<file path="src/rtl/mpe_uop_sequencer_if.sv">
// mpe_uop_sequencer_if
//   Groups the command, PE uop/beat, memory-address, result and
//   output-buffer signals of the matrix-vector uop sequencer.
//   slave  : sequencer view (takes commands, drives uops/addresses/writes)
//   master : environment view (issues commands, models PE and buffers)
interface mpe_uop_sequencer_if;
    // command handshake
    logic        cmd_valid;
    logic        cmd_ready;
    logic [7:0]  cmd_k;
    logic [7:0]  cmd_m;
    logic [9:0]  cmd_nbase;
    logic [11:0] cmd_wbase;
    logic [7:0]  cmd_obase;
    // PE uop port
    logic [7:0]  uop;
    logic        uop_valid;
    logic        uop_ready;
    logic        beat_ack;
    // NRAM / WRAM read addresses
    logic [9:0]  nram_addr;
    logic [11:0] wram_addr;
    // PE result stream
    logic        res_valid;
    logic [31:0] res_data;
    // output-buffer write port
    logic        out_wen;
    logic [7:0]  out_waddr;
    logic [31:0] out_wdata;
    // completion
    logic        done;
    logic        err;

    modport slave (
        input  cmd_valid, cmd_k, cmd_m, cmd_nbase, cmd_wbase, cmd_obase,
        input  uop_ready, beat_ack, res_valid, res_data,
        output cmd_ready, uop, uop_valid, nram_addr, wram_addr,
        output out_wen, out_waddr, out_wdata, done, err
    );

    modport master (
        output cmd_valid, cmd_k, cmd_m, cmd_nbase, cmd_wbase, cmd_obase,
        output uop_ready, beat_ack, res_valid, res_data,
        input  cmd_ready, uop, uop_valid, nram_addr, wram_addr,
        input  out_wen, out_waddr, out_wdata, done, err
    );
endinterface

</file>
<file path="src/rtl/mpe_uop_sequencer.sv">
// mpe_uop_sequencer
//   Sequences one matrix-vector command into M uops of K beats each toward
//   the matrix PE, generates NRAM/WRAM read addresses per beat, writes each
//   PE result to the output buffer and pulses done (with err for K=0/M=0).
// Ports
//   clk   : clock, rising edge
//   rst_n : asynchronous active-low reset
//   bus   : mpe_uop_sequencer_if.slave (command, uop, address, result,
//           output-buffer and done/err signals)
module mpe_uop_sequencer (
    input  logic                  clk,
    input  logic                  rst_n,
    mpe_uop_sequencer_if.slave    bus
);
    typedef enum logic [1:0] {IDLE, ISSUE, WAIT_RES, FINISH} state_t;

    state_t      r_state;
    logic [7:0]  r_k, r_m, r_obase;
    logic [9:0]  r_nbase;
    logic [11:0] r_wbase;
    logic [7:0]  r_m_idx, r_k_idx, r_r_cnt;
    logic        r_cmd_ready, r_uop_valid, r_done, r_err, r_out_wen;
    logic [7:0]  r_uop, r_out_waddr;
    logic [31:0] r_out_wdata;

    logic [11:0] w_row_off;
    logic        w_last_row;
    logic        w_res;

    // Row offset into WRAM; 12-bit product so the address wraps mod 4096.
    assign w_row_off  = {4'd0, r_m_idx} * {4'd0, r_k};
    assign w_last_row = ({1'b0, r_m_idx} + 9'd1) >= {1'b0, r_m};
    // Results are accepted in every state except IDLE.
    assign w_res      = bus.res_valid && (r_state != IDLE);

    assign bus.nram_addr = r_nbase + {2'd0, r_k_idx};
    assign bus.wram_addr = r_wbase + w_row_off + {4'd0, r_k_idx};
    assign bus.cmd_ready = r_cmd_ready;
    assign bus.uop       = r_uop;
    assign bus.uop_valid = r_uop_valid;
    assign bus.out_wen   = r_out_wen;
    assign bus.out_waddr = r_out_waddr;
    assign bus.out_wdata = r_out_wdata;
    assign bus.done      = r_done;
    assign bus.err       = r_err;

    always_ff @(posedge clk or negedge rst_n) begin
        if (!rst_n) begin
            r_state     <= IDLE;
            r_k         <= '0;
            r_m         <= '0;
            r_obase     <= '0;
            r_nbase     <= '0;
            r_wbase     <= '0;
            r_m_idx     <= '0;
            r_k_idx     <= '0;
            r_r_cnt     <= '0;
            r_cmd_ready <= 1'b1;
            r_uop_valid <= 1'b0;
            r_uop       <= '0;
            r_done      <= 1'b0;
            r_err       <= 1'b0;
            r_out_wen   <= 1'b0;
            r_out_waddr <= '0;
            r_out_wdata <= '0;
        end else begin
            // Result path runs independently of the uop FSM so a result
            // coinciding with uop_ready is never lost.
            r_out_wen <= 1'b0;
            if (w_res) begin
                r_out_wen   <= 1'b1;
                r_out_waddr <= r_obase + r_r_cnt;
                r_out_wdata <= bus.res_data;
                r_r_cnt     <= r_r_cnt + 8'd1;
            end

            case (r_state)
                IDLE: begin
                    if (bus.cmd_valid) begin
                        r_k         <= bus.cmd_k;
                        r_m         <= bus.cmd_m;
                        r_nbase     <= bus.cmd_nbase;
                        r_wbase     <= bus.cmd_wbase;
                        r_obase     <= bus.cmd_obase;
                        r_m_idx     <= '0;
                        r_k_idx     <= '0;
                        r_r_cnt     <= '0;
                        r_cmd_ready <= 1'b0;
                        if (bus.cmd_k == 8'd0 || bus.cmd_m == 8'd0) begin
                            r_state <= FINISH;
                            r_done  <= 1'b1;
                            r_err   <= 1'b1;
                        end else begin
                            r_state     <= ISSUE;
                            r_uop       <= bus.cmd_k;
                            r_uop_valid <= 1'b1;
                        end
                    end
                end
                ISSUE: begin
                    // uop_valid low here is the mandatory one-cycle gap
                    // between consecutive uops.
                    if (!r_uop_valid) begin
                        r_uop_valid <= 1'b1;
                    end else if (bus.uop_ready) begin
                        r_uop_valid <= 1'b0;
                        r_k_idx     <= '0;
                        r_m_idx     <= r_m_idx + 8'd1;
                        if (w_last_row)
                            r_state <= WAIT_RES;
                    end else if (bus.beat_ack) begin
                        r_k_idx <= r_k_idx + 8'd1;
                    end
                end
                WAIT_RES: begin
                    if (r_r_cnt == r_m) begin
                        r_state <= FINISH;
                        r_done  <= 1'b1;
                    end
                end
                FINISH: begin
                    r_done      <= 1'b0;
                    r_err       <= 1'b0;
                    r_cmd_ready <= 1'b1;
                    r_state     <= IDLE;
                end
                default: r_state <= IDLE;
            endcase
        end
    end
endmodule

</file>
<file path="src/flat_wrapper.sv">
// flat-port wrapper written by rule: the top's interface ports become plain ports
module mpe_uop_sequencer_flat 
  (clk, rst_n, bus_cmd_valid, bus_cmd_k, bus_cmd_m, bus_cmd_nbase, bus_cmd_wbase, bus_cmd_obase, bus_uop_ready, bus_beat_ack, bus_res_valid, bus_res_data, bus_cmd_ready, bus_uop, bus_uop_valid, bus_nram_addr, bus_wram_addr, bus_out_wen, bus_out_waddr, bus_out_wdata, bus_done, bus_err);
  mpe_uop_sequencer_if bus_i ();
  input  logic clk;
  input  logic rst_n;
  input wire logic [$bits(bus_i.cmd_valid)-1:0] bus_cmd_valid;
  input wire logic [$bits(bus_i.cmd_k)-1:0] bus_cmd_k;
  input wire logic [$bits(bus_i.cmd_m)-1:0] bus_cmd_m;
  input wire logic [$bits(bus_i.cmd_nbase)-1:0] bus_cmd_nbase;
  input wire logic [$bits(bus_i.cmd_wbase)-1:0] bus_cmd_wbase;
  input wire logic [$bits(bus_i.cmd_obase)-1:0] bus_cmd_obase;
  input wire logic [$bits(bus_i.uop_ready)-1:0] bus_uop_ready;
  input wire logic [$bits(bus_i.beat_ack)-1:0] bus_beat_ack;
  input wire logic [$bits(bus_i.res_valid)-1:0] bus_res_valid;
  input wire logic [$bits(bus_i.res_data)-1:0] bus_res_data;
  output wire logic [$bits(bus_i.cmd_ready)-1:0] bus_cmd_ready;
  output wire logic [$bits(bus_i.uop)-1:0] bus_uop;
  output wire logic [$bits(bus_i.uop_valid)-1:0] bus_uop_valid;
  output wire logic [$bits(bus_i.nram_addr)-1:0] bus_nram_addr;
  output wire logic [$bits(bus_i.wram_addr)-1:0] bus_wram_addr;
  output wire logic [$bits(bus_i.out_wen)-1:0] bus_out_wen;
  output wire logic [$bits(bus_i.out_waddr)-1:0] bus_out_waddr;
  output wire logic [$bits(bus_i.out_wdata)-1:0] bus_out_wdata;
  output wire logic [$bits(bus_i.done)-1:0] bus_done;
  output wire logic [$bits(bus_i.err)-1:0] bus_err;
  assign bus_i.cmd_valid = bus_cmd_valid;
  assign bus_i.cmd_k = bus_cmd_k;
  assign bus_i.cmd_m = bus_cmd_m;
  assign bus_i.cmd_nbase = bus_cmd_nbase;
  assign bus_i.cmd_wbase = bus_cmd_wbase;
  assign bus_i.cmd_obase = bus_cmd_obase;
  assign bus_i.uop_ready = bus_uop_ready;
  assign bus_i.beat_ack = bus_beat_ack;
  assign bus_i.res_valid = bus_res_valid;
  assign bus_i.res_data = bus_res_data;
  assign bus_cmd_ready = bus_i.cmd_ready;
  assign bus_uop = bus_i.uop;
  assign bus_uop_valid = bus_i.uop_valid;
  assign bus_nram_addr = bus_i.nram_addr;
  assign bus_wram_addr = bus_i.wram_addr;
  assign bus_out_wen = bus_i.out_wen;
  assign bus_out_waddr = bus_i.out_waddr;
  assign bus_out_wdata = bus_i.out_wdata;
  assign bus_done = bus_i.done;
  assign bus_err = bus_i.err;
  mpe_uop_sequencer u_core (.clk(clk), .rst_n(rst_n), .bus(bus_i));
endmodule
</file>
<file path="config.mk">
export PLATFORM = sky130hd
export DESIGN_NAME = mpe_uop_sequencer_flat
export DESIGN_NICKNAME = d
export VERILOG_FILES = /design/src/rtl/mpe_uop_sequencer_if.sv /design/src/rtl/mpe_uop_sequencer.sv /design/src/flat_wrapper.sv
export SDC_FILE = /design/constraint.sdc
export NUM_CORES = 1
export LEC_CHECK = 0
export CAP_MARGIN = 5
export CORE_AREA = 2 2 142 117
export DETAILED_ROUTE_END_ITERATION = 10
export DIE_AREA = 0 0 144 119
export PLACE_DENSITY = 0.83
export SLEW_MARGIN = 20
export SYNTH_ARGS = -nofsm -noshare
export SYNTH_HDL_FRONTEND = slang
export SYNTH_SLANG_ARGS = --single-unit
</file>
<file path="constraint.sdc">
create_clock -name clk -period 6.87 [get_ports clk]
set_clock_uncertainty 0.05 [all_clocks]
set_input_delay 1.0305 -clock clk [delete_from_list [all_inputs] [get_ports clk]]
set_output_delay 1.0305 -clock clk [all_outputs]
set_load 0.02 [all_outputs]
</file>
### Word level (Yosys, flattened, before mapping)

Cells that the tools add are included.

| cells by class | value |
|---|---|
| add/sub/neg operators | 8 |
| $mul | 1 |
| magnitude comparators | 1 |
| equality and inequality tests | 12 |
| mux-type cells | 31 |
| bitwise logic cells | 1 |
| reductions and logical operators | 18 |

Operators with widths:

| kind | number |
|---|---|
| two-way mux 8 bit | 9 |
| one-hot mux 8 bit (2 select lines) | 2 |
| adder 8 x 1 -> 8 bit (second input constant) | 3 |
| logical NOT 8 bit | 2 |
| adder 12 bit | 1 |
| adder 12 x 8 -> 12 bit | 1 |
| multiplier 8 x 8 -> 12 bit | 1 |
| two-way mux 2 bit | 6 |
| AND reduction 4 bit | 3 |
| adder 10 x 8 -> 10 bit | 1 |
| adder 8 x 1 -> 9 bit (second input constant) | 1 |
| greater-or-equal comparator 9 x 8 -> 1 bit | 1 |
| two-way mux 1 bit | 9 |
| AND reduction 3 bit | 3 |
| adder 8 bit | 1 |
| == test 8 bit | 1 |
| inequality test 2 x 1 -> 1 bit (second input constant) | 4 |
| one-hot mux 2 bit (4 select lines) | 1 |
| inequality test 2 bit (second input constant) | 3 |
| one-hot mux 1 bit (2 select lines) | 3 |
| nonzero test 2 bit | 3 |
| AND reduction 5 bit | 1 |
| == test 2 bit (second input constant) | 2 |
| AND reduction 2 bit | 2 |
| 8 further kinds | 8 |

| word-level totals | value |
|---|---|
| bits in registers | 125 |
| input port bits | 84 |
| output and inout port bits | 75 |
| logic and storage cells | 89 |

### Longest topological paths before layout

| depth | value |
|---|---|
| depth after elaboration | 6 |
| depth in mapped cells | 18 |
| mapped depth without buffers | 17 |

### Worst setup path after synthesis

OpenSTA, ideal clock, no wires.

| path | value |
|---|---|
| path kind | reg-to-output |
| from | register u_core.r_m_idx[5] |
| to | output bus_wram_addr[11] |
| data arrival time | 4.824 ns |
| data required time | 5.789 ns |
| slack | 0.965 ns |
| cell stages (with the launch flop) | 19 |
| buffers on the path | 1 |
| cell sequence | dfrtp_1 > clkbuf_1 > nand2_1 > fa_1 > inv_1 > fa_1 > inv_1 > fa_1 > inv_1 > fa_1 > inv_1 > fa_1 > inv_1 > ha_1 > nand4_1 > o21ai_0 > o41ai_1 > o21ai_0 > xnor2_1 |

| on the way | value |
|---|---|
| cells in the longest elaborated chain, start to end | 3 |

Ends and longest elaborated chain:

| item | line | source |
|---|---|---|
| start, declared | mpe_uop_sequencer.sv:21 | `logic [7:0] r_m_idx, r_k_idx, r_r_cnt;` |
| start signal, assigned | mpe_uop_sequencer.sv:108 | `r_m_idx <= r_m_idx + 8'd1;` |
| multiplier 8 x 8 -> 12 bit | mpe_uop_sequencer.sv:31 | `assign w_row_off = {4'd0, r_m_idx} * {4'd0, r_k};` |
| adder 12 bit | mpe_uop_sequencer.sv:37 | `assign bus.wram_addr = r_wbase + w_row_off + {4'd0, r_k_idx};` |
| adder 12 x 8 -> 12 bit | mpe_uop_sequencer.sv:37 |  |
| end, declared | flat_wrapper.sv:21 | `output wire logic [$bits(bus_i.wram_addr)-1:0] bus_wram_addr;` |

No other way between the ends.

### Worst setup path after layout

| path | value |
|---|---|
| from | register u_core.r_m_idx[3] |
| to | output bus_wram_addr[10] |

The elaborated chain is that of the path after synthesis.

==> key figures <==
Status
  • Run status: finished clean

CTS
  • Clock buffers created by TritonCTS: 17
  • Setup Fix Bufs, Post-CTS: 0
  • Number of clock sinks seen by CTS: 125
  • Clock latency reported for the late side of the worst-skew pair: 0.42 ns
  • Deepest level of the CTS H-tree: 4
  • Root buffer cell: clkbuf_16
  • Maximum buffer depth of the clock tree: 2
  • Clock-pin slew on the worst setup and hold paths: 0.05 ns
  • CTS tree: done

Finish
  • Footprint of the multi-input gates: 4607 um^2
  • Area overhead of the layout relative to synthesis: 29.37%
  • Filler instances: 1,223
  • # nets final: 1,254
  • Share of layout cells above drive strength 1: 5.701%
  • Post-Route Utilization: 66.53%
  • Reg area: 3136 um^2
  • Number of antenna repair diodes: 0

Logic synthesis
  • Top_reg_cell synth: dfrtp_1
  • Synthesized instance count: 908
  • Top cell type by total area after synthesis: dfrtp_1
  • Average instance area after synthesis: 9.019 um^2
  • Fraction of post-synthesis cell area in the top cell type by area: 37.89%
  • Post-Syn Nets: 1,102
  • Async set-reset flop share out of synthesis: 100.0%
  • Top-count cell post-synth: nand2_1
  • Number of enable flip-flop cells after synthesis: 0
  • Leading cell types by total area after synthesis: dfrtp_1, nand2_1, fa_1
  • Syn. warnings: 0
  • Post-synth top cells: nand2_1, dfrtp_1, inv_1
  • Mapped Area: 8189 um^2
  • Number of distinct library cell variants in the gate-level netlist after synthesis: 53
  • Share of synthesized area occupied by flip-flops and latches: 38.21%
  • Synthesis-stage register bit count: 125

Timing
  • Total count of max-transition violations in the final report: 0
  • Final-layout setup total negative slack: 0 ns
  • Post-route worst hold slack: 0.4180 ns
  • Final number of setup-violating endpoints: 0
  • Final worst path period need: 6.664 ns
  • Setup repair after global routing missed its margin: false
  • Max Clock Freq: 0.1501 GHz
  • Final Hold Fails: 0
  • Ratio of final minimum period to clock period: 97.01%
  • Worst-margin pin slew: 0.8345 ns
  • Worst slew margin relative to its limit: 44.36%

Power
  • Sequential fraction of design power: 28.4%
  • Portion of total power attributed to the clock network: 20.0%
  • Tot Pwr: 4.572 mW
  • P_leak: 5.161 nW
  • Power per Cell Area: 431.6 nW/um^2
  • Net Switching: 1.878 mW
  • Worst ir drop on vdd: 0.2872 mV
  • Share of power burned in combinational logic: 51.6%
  • Sw frac: 41.07%
  • Internal power contribution: 2.694 mW

Die
  • Die X-Extent: 144 um
  • Initial standard-cell utilization of the core: 51.43%
  • Vertical die dimension: 119 um
  • Die ar.: 17,140 um^2
  • Standard-cell row count: 42
  • CORE AREA: 15,920 um^2
  • Boundary Pins: 159

Routing
  • Number of vias in the routed layout: 6,597
  • Average wire per standard cell: 15.78 um
  • Remaining design rule violation count: 0
  • Length of routed wiring on met1: 8982 um
  • Routed met3 length: 1256 um
  • First DRT Iteration DRCs: 555
  • Post-Route WL: 20,360 um
  • DR pass1 iterations: 5
  • Detailed route wirelength on metal2: 9572 um
  • Average via count per standard cell: 5.114
  • Top routing layer used: met4
  • Residual antenna-violating net count after detailed routing: 0

Worst setup path
  • Element type at the critical path start: register
  • Critical path peak fanout: 12
  • Critical path class: register to output port
  • Worst setup EP type: output port
  • Data required, critical path: 5.79 ns
  • Worst R2R Start: u_core.r_state[0]
  • Arrival time reported for the critical path endpoint: 5.58 ns
  • Critical Path Source: u_core.r_m_idx[3]

Global routing
  • Initial antenna violation count: 0
  • Via count of the first global-routing pass: 6,823
  • Pin count of the biggest net entering global routing: 68
  • Total global routing track utilization: 25.13%
  • Wire length of the first global-routing pass: 33,550 um
  • Gr ovfl total: 0

Placement
  • Post-detail-place hpwl: 14,550 um
  • RD Place Congestion: 0.9209
  • IO buf count: 158

Min path
  • Hold/Removal Path Class: register to register
  • Hold path startpoint: u_core.bus.out_wdata[9]

Run
  • Count of max-cap constraint violations: 0
==> metrics by stage <==
stage / setup slack (ns) / cells / area, um^2
after detailed placement: 0.3521 / 1261 / 9978
after global routing: 0.006595 / 1290 / 10590
after global placement: 0.5068 / 1261 / 9978
after floorplan: 0.9654 / 908 / 8189
final: 0.2057 / 1290 / 10590
after CTS: 0.03745 / 1290 / 10580
==> power groups by stage <==
stage	Sequential, mW	Clock [mW]	Combinational (mW)
2_1_floorplan	1.42	0	1.29
3_3_place_gp	1.29	0	2.30
3_5_place_dp	1.30	0	2.34
4_1_cts	1.30	0.926	2.38
5_1_grt	1.34	0.963	2.60
6_report	1.30	0.915	2.36
==> cell families (layout without fill, tap and decap cells) <==
logic type,after synthesis,after routing,synth area share (%)
AO/OA/AOI/OAI,100,100,7.487
XOR/XNOR,58,58,6.203
adder cells (fa/ha/maj),110,110,21.21
buffers and inverters,124,286,5.791
flip-flops,125,125,38.21
multiplexers,12,12,1.650
AND/OR/NAND/NOR,379,379,19.45
==> worst paths after layout <==
path                       cells after the start                       end  slack [ns]
setup / recovery                              17         bus_wram_addr[10]        0.21
hold / removal                                 2   u_core.bus.out_wdata[9]        0.42
setup reg to reg                              10         u_core.r_r_cnt[7]        4.02
hold reg to reg                                2   u_core.bus.out_wdata[9]        0.42
max in group asynchronous                      2         u_core.r_m_idx[1]        4.77
min in group asynchronous                      1  u_core.bus.out_wdata[29]        0.64
==> critical path, stage by stage (launching register included) <==
cell and delay, ns:
dfrtp_2 0.49, and2_1 0.19, fa_1 0.56, inv_1 0.06
fa_1 0.47, inv_1 0.05, fa_1 0.50, fa_1 0.55
inv_1 0.05, fa_1 0.50, inv_1 0.04, ha_1 0.34
o21a_1 0.15, o21ai_0 0.18, o21bai_1 0.08, a21oi_1 0.18
xnor2_1 0.13, clkdlybuf4s50_1 0.62
==> what timing repair did <==
action,CTS,global route
resized for setup,2,7
setup endpoints to repair,2,3
pin swaps,0,0
hold buffers,0,0
==> layer usage <==
layer  track usage [%]  vias up
li1                  -     3189
met1             34.01     3163
met2             39.05      197
met3             6.996       48
met4             8.640        0
met5                 0        -
==> cell usage in the layout (no fill, tap or decap), types with 15 or more instances in the layout <==
master	instances
a21oi_1	24
and2_1	22
clkbuf_16	17
clkdlybuf4s50_1	156
dfrtp_1	119
fa_1	48
ha_1	62
inv_1	91
nand2_1	272
nor2_1	34
o21ai_0	40
xnor2_1	43
xor2_1	15
==> area by class of cell <==
cell class	instances	share of cell area, %
inverter	91	3.224
clock inverter	5	0.7677
clock buffer	24	4.831
sequential	125	29.60
timing repair buffer	166	15.50
tap	220	2.598
multi-input combinational	659	43.49
==> state kept, by name, summed over array words and instances (netlist names) <==
| register | cells |
|---|---|
| u_core.r_obase | 8 |
| u_core.bus.uop | 8 |
| u_core.r_k | 8 |
| u_core.bus.done | 1 |
| u_core.r_wbase | 12 |
| u_core.bus.out_wen | 1 |
| u_core.r_k_idx | 8 |
| u_core.bus.out_wdata | 32 |
| u_core.bus.uop_valid | 1 |
| u_core.r_r_cnt | 8 |
| u_core.r_state | 2 |
| u_core.bus.cmd_ready | 1 |
| u_core.r_nbase | 10 |
| u_core.bus.out_waddr | 8 |
| u_core.r_m | 8 |
| u_core.bus.err | 1 |
| u_core.r_m_idx | 8 |
(Power assumes the default switching activity.)
